--- src/rtl/gfx_cmd_issuer.sv ---
`default_nettype none
// +------------------------------------------------------------------------+
// | gfx_cmd_issuer: buffers host graphics commands and posts them one at a  |
// | time on cmd/cmd_hi, waiting for the controller's cmd_lo ack counter.    |
// | Revision: 1.0                                                          |
// +------------------------------------------------------------------------+
module gfx_cmd_issuer #(
  parameter int unsigned DEPTH   = 8,
  parameter logic [23:0] TIMEOUT = 24'd1000000
) (
  input  logic                     clk_50,
  input  logic                     reset_n,
  input  logic [31:0]              in_cmd,
  input  logic                     in_valid,
  output logic                     in_ready,
  output logic [31:0]              cmd,
  output logic [31:0]              cmd_hi,
  input  logic [31:0]              cmd_lo,
  output logic                     busy,
  output logic [$clog2(DEPTH):0]   fifo_level,
  output logic                     timeout_err,
  input  logic                     err_clr
);

  localparam int unsigned AW      = $clog2(DEPTH);
  localparam int unsigned LW      = AW + 1;
  localparam logic [LW-1:0] FULL  = LW'(DEPTH);
  localparam logic [23:0] TMO_MAX = TIMEOUT - 24'd1;

  typedef enum logic [1:0] {
    ST_IDLE = 2'd0,
    ST_LOAD = 2'd1,
    ST_ARM  = 2'd2,
    ST_WAIT = 2'd3
  } state_t;

  state_t          state_q, state_d;
  logic [31:0]     mem_q [DEPTH];
  logic [AW-1:0]   wr_ptr_q, wr_ptr_d;
  logic [AW-1:0]   rd_ptr_q, rd_ptr_d;
  logic [LW-1:0]   level_q, level_d;
  logic [31:0]     cmd_q, cmd_d;
  logic [7:0]      seq_q, seq_d;
  logic [7:0]      s1_q, s2_q;
  logic [23:0]     tmo_q, tmo_d;
  logic            err_q, err_d;
  logic            push, pop, ack, err_set;
  logic            unused_cmd_lo;

  assign unused_cmd_lo = ^cmd_lo[31:8];

  assign push = in_valid && in_ready;
  assign pop  = (state_q == ST_LOAD);
  // Two matching samples in a row guard against a multi-bit skewed capture.
  assign ack  = (s1_q == seq_q) && (s2_q == seq_q);

  always_comb begin
    state_d  = state_q;
    wr_ptr_d = wr_ptr_q;
    rd_ptr_d = rd_ptr_q;
    level_d  = level_q;
    cmd_d    = cmd_q;
    seq_d    = seq_q;
    tmo_d    = tmo_q;
    err_set  = 1'b0;

    if (push) wr_ptr_d = wr_ptr_q + AW'(1);
    if (pop)  rd_ptr_d = rd_ptr_q + AW'(1);
    case ({push, pop})
      2'b10:   level_d = level_q + LW'(1);
      2'b01:   level_d = level_q - LW'(1);
      default: level_d = level_q;
    endcase

    case (state_q)
      ST_IDLE: begin
        if (level_q != '0) state_d = ST_LOAD;
      end
      ST_LOAD: begin
        cmd_d   = mem_q[rd_ptr_q];
        state_d = ST_ARM;
      end
      ST_ARM: begin
        seq_d   = seq_q + 8'd1;
        tmo_d   = '0;
        state_d = ST_WAIT;
      end
      ST_WAIT: begin
        if (ack) begin
          state_d = (level_q != '0) ? ST_LOAD : ST_IDLE;
        end else if (tmo_q != TMO_MAX) begin
          // Error fires once, on the cycle the counter lands on its ceiling.
          tmo_d   = tmo_q + 24'd1;
          err_set = (tmo_d == TMO_MAX);
        end
      end
      default: state_d = ST_IDLE;
    endcase

    if (err_set)      err_d = 1'b1;
    else if (err_clr) err_d = 1'b0;
    else              err_d = err_q;
  end

  always_ff @(posedge clk_50 or negedge reset_n) begin
    if (!reset_n) begin
      state_q  <= ST_IDLE;
      wr_ptr_q <= '0;
      rd_ptr_q <= '0;
      level_q  <= '0;
      cmd_q    <= '0;
      seq_q    <= '0;
      s1_q     <= '0;
      s2_q     <= '0;
      tmo_q    <= '0;
      err_q    <= 1'b0;
    end else begin
      state_q  <= state_d;
      wr_ptr_q <= wr_ptr_d;
      rd_ptr_q <= rd_ptr_d;
      level_q  <= level_d;
      cmd_q    <= cmd_d;
      seq_q    <= seq_d;
      s1_q     <= cmd_lo[7:0];
      s2_q     <= s1_q;
      tmo_q    <= tmo_d;
      err_q    <= err_d;
    end
  end

  always_ff @(posedge clk_50) begin
    if (push) mem_q[wr_ptr_q] <= in_cmd;
  end

  assign in_ready    = (level_q != FULL);
  assign cmd         = cmd_q;
  assign cmd_hi      = {24'h0, seq_q};
  assign busy        = (state_q != ST_IDLE) || (level_q != '0);
  assign fifo_level  = level_q;
  assign timeout_err = err_q;

endmodule
`default_nettype wire

--- config.mk ---
export PLATFORM = sky130hd
export DESIGN_NAME = gfx_cmd_issuer
export DESIGN_NICKNAME = d
export VERILOG_FILES = /design/src/rtl/gfx_cmd_issuer.sv
export SDC_FILE = /design/constraint.sdc
export NUM_CORES = 1
export LEC_CHECK = 0
export BUFFER_PORTS_ARGS = -buffer_cell sky130_fd_sc_hd__clkbuf_2
export CAP_MARGIN = 25
export CORE_ASPECT_RATIO = 1.1
export CORE_MARGIN = 2
export CORE_UTILIZATION = 30
export DETAILED_ROUTE_END_ITERATION = 10
export GPL_TIMING_DRIVEN = 0
export HOLD_SLACK_MARGIN = 0.15
export PLACE_DENSITY_LB_ADDON = 0.15
export SLEW_MARGIN = 5
export SYNTH_ARGS = -nofsm -noshare
export SYNTH_HDL_FRONTEND = slang
export SYNTH_SLANG_ARGS = --single-unit
--- constraint.sdc ---
create_clock -name clk_50 -period 4.7 [get_ports clk_50]
set_clock_uncertainty 0.15 [all_clocks]
set_input_delay 0.94 -clock clk_50 [delete_from_list [all_inputs] [get_ports clk_50]]
set_output_delay 0.94 -clock clk_50 [all_outputs]
set_load 0.02 [all_outputs]
==> impl_metrics.toml, run 1 <==
[status]
status = "complete, no violations"

[place]
dp.cells = 1583
place_hpwl_um = 22600
io_buffers = 90
place.gp.congestion = 0.749

[power_and_ir_drop]
comb_power_share = 0.317
p_seq_frac = 0.400
pwr-share-clk = 0.283
power_switching_uw = 3430
ir_drop_uv = 278
switching_share = 0.331
power_uw = 10400
p_per_area_nw_per_um2 = 603
internal_power_uw = 6930
p_leak_uw = 0.00644

[yosys]
yosysTopAreaCell = "edfxtp_1"
synthCells = 835
synth_mux_area_frac = 0.130
synth-compound-area-share = 0.0475
ys_ff_latch = 349
synth_area_sq_um = 14200
synth-xor-area-share = 0.0123
synthArstFlopShare = 0.266
synth_cell_types = 59
ys_top_cells_by_area = "edfxtp_1 54%, dfrtp_1 16%, mux4_2 10%"
synth-main-ff-cell = "edfxtp_1"
synth-seq-area-share = 0.705
yosys_warnings = 0
synth.avg_cell_area_sq_um = 17.0
synth-simple-area-share = 0.0644
synth_top_area_share = 0.541
synth_edf_count = 256
synth-adder-area-share = 0.0120
synth_top_family_by_area = "multiplexers"

[floorplanning]
die_height_um = 232
die_w_um = 211
initial_utilization = 0.304
ioPinCount = 139
coreArea_sq_um = 46700
dieArea_sq_um = 49100
placementRows = 83

[global_routing]
grtUsageTotal = 0.141
grt_antenna_before_repair = 2
grt_pass1_wl_um = 51300
grt_max_degree = 59
overflow = 0
grt_pass1_vias = 8011

[clock_tree]
clockRootBuffer = "clkbuf_16"
cts_buffers = 40
clkTransAtPathRegs_ps = 60
clockBufferDepth = 3
cts_tree = "yes"
numClockSinks = 349
clk_latency_ps = 560
htreeDepth = 2
post_cts_buffers = 0

[timing]
max_freq_mhz = 339
maxSlewViolCount = 0
worstMarginPinSlew_ps = 1010
fin_crit_sh = 0.627
hold_violations = 0
setup_viol = 0
relSlewSlack = 0.326
rsz0062_at_grt = "no"
min_period_ps = 2950
hold-worst-slack_ps = 234

[detailed_routing]
routedWlPerCell_um = 20.2
viasPerCell = 4.72
drc = 0
drt_iter0_drc = 542
postRouteAntennaNets = 0
num_vias = 7833
drt_pre_antenna_iters = 4
wirelength_um = 33500

[hold_path]
hold_depth = 0
min_path_type = "reg -> reg"

[layout]
multiInputGateArea_sq_um = 3920
antenna_cells = 0
num-fill-cells = 4482
layout-drive-gt1-share = 0.289
final_common_cell = "edfxtp_1"
ff_latch_area_sq_um = 10000
final_cells = 1658
finalNetCount = 1112
final_cell_mix = "256 x edfxtp_1, 93 x dfrtp_1, 90 x clkbuf_2"
syn2layout_area_growth_pct = 20.9

[critical_path]
end_kind = "primary output"
worst_ep_required_time_ps = 3610
startpoint_type = "flip-flop"
critPathKind = "reg -> out"
crit_fanout = 6
worstPathArrival_ps = 1860
r2r_cells = 6

[job]
maxCapViolations = 0
==> power by group through the flow <==
stage          Sequential (uW)  Clock (uW)  Combinational, uW
2_1_floorplan             4390           0               1960
3_3_place_gp              4270           0               3230
3_5_place_dp              4210           0               3380
4_1_cts                   4150        3040               3400
5_1_grt                   4210        3160               3640
6_report                  4150        2930               3280
==> synthesized netlist by cell type (2+ instances only) <==
cell	number
xnor2_1	14
nor2_1	46
mux4_2	64
a211oi_1	2
buf_4	25
mux2i_1	36
clkbuf_1	20
nand2_1	22
inv_1	10
xor2_1	6
nand2b_1	3
ha_1	12
o2bb2ai_1	2
a211o_1	4
edfxtp_1	256
buf_1	7
and3_1	21
nor3b_1	8
buf_2	12
a22o_1	7
a21o_1	11
nor3_1	27
nand3_1	13
dfrtp_1	93
nand4_1	7
a21oi_1	36
o21ai_0	21
nand4b_1	2
nor2b_1	3
nor4b_1	4
mux2_2	4
o22ai_2	3
a31o_2	2
nor4_1	7
==> what timing repair did <==
action,4_1_cts,5_1_grt
hold buffers,1,0
gates resized for setup,0,0
endpoints found under the hold margin,5,0
setup endpoints to repair,0,0
==> final timing paths <==
path | slack, ps | from | endpoint
hold reg to reg | 230 | s1_q[1] | s2_q[1]
hold / removal | 230 | s1_q[1] | s2_q[1]
max in group asynchronous | 3040 | reset_n | cmd[12]
setup reg to reg | 1950 | fifo_level[0] | mem_q[1][5]
setup / recovery | 1750 | fifo_level[0] | busy
min in group asynchronous | 710 | reset_n | tmo_q[16]
==> worst max-delay path, stage by stage, from the launching register on <==
cell and delay (ps):
dfrtp_1 450, nor4_1 460, nand2_1 200, clkbuf_2 200
==> routing by layer <==
| layer | routed length (um) | GRT usage |
|---|---|---|
| met1 | 15100 | 0.191 |
| met5 | 28 | 0 |
| met4 | 716 | 0.0456 |
| met3 | 1800 | 0.0322 |
| met2 | 15800 | 0.225 |
==> cell families after synthesis <==
kind of cell	after synthesis
other cells	1
compound gates	100
fa+ha+maj	13
flops	349
simple gates	172
buf+inv	76
xor+xnor	20
mux	104
==> sequential cells by signal, summed over array words and instances, names as in the netlist <==
name / flops
s2_q: 8
timeout_err: 1
state_q: 2
rd_ptr_q: 3
mem_q: 256
cmd: 32
tmo_q: 24
wr_ptr_q: 3
seq_q: 8
fifo_level: 4
s1_q: 8
==> layout make-up <==
cell class	count	area share
plain buffers	66	0.0213
clock buffers	65	0.0661
clock inverters	9	0.00568
inverters	10	0.00219
multi-input cells	433	0.228
flip-flops and latches	349	0.583
well taps	595	0.0433
repair buffers	131	0.0503
==> stage by stage <==
stage	setup slack [ps]	TNS [ps]	area, sq um	util
floorplan	-443	-32280	14300	-
global placement	-5040	-773440	15500	0.331
detailed placement	1600	0	15900	0.341
CTS	1690	0	17200	0.368
global route	1600	0	17200	0.368
finish	1750	0	17200	0.368
(Power assumes the default switching activity.)
==> run 2, diff against run 1 <==
==> constraint.sdc (replaced) <==
create_clock -name clk_50 -period 2.4 [get_ports clk_50]
set_clock_uncertainty 0.15 [all_clocks]
set_input_delay 0.48 -clock clk_50 [delete_from_list [all_inputs] [get_ports clk_50]]
set_output_delay 0.48 -clock clk_50 [all_outputs]
set_load 0.02 [all_outputs]
==> run 2 against run 1 <==
Net effect: hold slack gained 15 ps; utilization rose by 2.5 points; cell count is 3.6% higher; critical path depth increased by 6; die area is the same; sequential power up 97%; global-route usage rose by 0.22 points; non-clock buffer count increased by 59; register-to-register slack got worse by 1900 ps; clock-buffer cell count down 9; sequential cell count did not move; wire length is 2.8% higher.
==> impl_metrics.toml, run 2 (same netlist as run 1, synthesis figures left out) <==
[status]
status = "complete, no violations"

[timing]
min_period_ps = 2400
fin_ws_ps = 3.11
relSlewSlack = 0.316
setup_viol = 0
maxSlewViolCount = 0
max_freq_mhz = 417
worstMarginPinSlew_ps = 1030
rsz0062_at_grt = "yes"
fin_crit_sh = 0.999
hold_violations = 0

[floorplanning]
die_height_um = 232
coreArea_sq_um = 46700
dieArea_sq_um = 49100
ioPinCount = 139
initial_utilization = 0.304
die_w_um = 211
placementRows = 83

[layout]
multiInputGateArea_sq_um = 4180
syn2layout_area_growth_pct = 29.0
largest_reg_flops = 256
finalNetCount = 1171
num-fill-cells = 4341
ff_latch_area_sq_um = 10000
fin_util = 0.392
final_cell_mix = "256 x edfxtp_1, 98 x clkbuf_2, 84 x dfrtp_1"
final_common_cell = "edfxtp_1"
top_register = "mem_q"
antenna_cells = 0
layout-drive-gt1-share = 0.340

[clock_tree]
clockRootBuffer = "clkbuf_16"
clockBufferDepth = 3
clkTransAtPathRegs_ps = 60
clk_latency_ps = 570
numClockSinks = 349
cts_tree = "yes"
htreeDepth = 2
cts_buffers = 40

[critical_path]
crit_buf_inv = 3
critPathTopFamily = "simple AND/OR/NAND/NOR gates"
max_stage_delay_ps = 430
r2r-start = "seq_q[2]"
worst_ep_required_time_ps = 2710
worstPathArrival_ps = 2710
crit_fanout = 6
critPathKind = "reg -> reg"
end_kind = "flip-flop"
crit_path_start = "seq_q[2]"
rrSetupSlack_ps = 3
cp_common_cell = "buf_4"
crit_chain = "buf_6, and3_4, o22ai_4, o41ai_4, buf_4, or2_4, buf_4, or4_4, o31ai_4"
startpoint_type = "flip-flop"
cp_slowest_cell = "or4_4"

[job]
maxCapViolations = 0

[power_and_ir_drop]
ir_drop_uv = 661
comb_power_share = 0.334
power_uw = 21400
internal_power_uw = 14400
p_seq_frac = 0.383
power_switching_uw = 7010
p_leak_uw = 0.00690
switching_share = 0.328
p_per_area_nw_per_um2 = 1170
pwr-share-clk = 0.284

[detailed_routing]
postRouteAntennaNets = 0
drt_pre_antenna_iters = 4
viasPerCell = 4.67
routedWlPerCell_um = 20.1
drt_iter0_drc = 555
drc = 0
wirelength_um = 34400
num_vias = 8017

[global_routing]
grt_max_degree = 60
overflow = 0
grt_pass1_wl_um = 52000
grt_antenna_before_repair = 0
grtUsageTotal = 0.143
grt_pass1_vias = 8238

[hold_path]
worstHoldStart = "s1_q[5]"
min_path_type = "reg -> reg"

[place]
io_buffers = 90
pre_cts_ws_ps = -361
place.gp.congestion = 0.762
place_hpwl_um = 22000
run 2: changes by cell type in the layout (fill, tap and decap cells not counted), moves of 8 or more:
| cell | before | now |
|---|---|---|
| buf_4 | 46 | 55 |
| buf_8 | 1 | 11 |
| clkbuf_1 | 41 | 20 |
| clkbuf_2 | 90 | 98 |
| dfrtp_1 | 93 | 84 |
| dfrtp_2 | 0 | 9 |
| dlygate4sd3_1 | 1 | 43 |
| nor3_1 | 25 | 17 |
run 2: layout make-up:
| type | count | area share |
|---|---|---|
| repair buffers | 191 | 0.0876 |
| plain buffers | 65 | 0.0225 |
| clock buffers | 56 | 0.0606 |
| multi-input cells | 433 | 0.228 |
| inverters | 10 | 0.00205 |
| clock inverters | 18 | 0.0113 |
| well taps | 595 | 0.0406 |
| flip-flops and latches | 349 | 0.547 |
run 2: metrics by stage:
stage	cell area (sq um)	TNS (ps)	hold slack, ps	cells
after global routing	18300	-603	271	1717
after detailed placement	16000	-32690	233	1565
after floorplan	14400	-19480	34.4	858
after CTS	18100	-177	251	1705
after global placement	15600	-390450	231	1543
final	18300	0	249	1717
run 2: path summary, 6_finish.rpt:
check | to | cells after the start
worst max-delay path | timeout_err | 9
worst min-delay path | s2_q[5] | 0
worst max register to register | timeout_err | 9
worst min register to register | s2_q[5] | 0
max in group asynchronous | seq_q[0] | 3
min in group asynchronous | tmo_q[16] | 2
run 2: per-layer routing:
layer | vias up | wire length (um) | track usage
li1 | 3733 | - | -
met3 | 51 | 1330 | 0.0272
met2 | 146 | 16200 | 0.230
met1 | 4087 | 16200 | 0.197
met5 | - | 0 | 0
met4 | 0 | 669 | 0.0434
run 2: repair_timing:
item,CTS,global route
endpoints found under the setup margin,185,78
gates resized for setup,39,41
pin swaps,13,11
hold endpoints to repair,359,0
gates cloned,0,0
hold buffers,43,0
buffers inserted,24,11
run 2: power groups by stage:
stage | clock network, uW | logic [uW] | registers [uW]
3_5_place_dp | 0 | 6730 | 8280
6_report | 6070 | 7130 | 8180
3_3_place_gp | 0 | 6420 | 8300
2_1_floorplan | 0 | 3960 | 8590
5_1_grt | 6480 | 7810 | 8290
4_1_cts | 6260 | 7100 | 8200
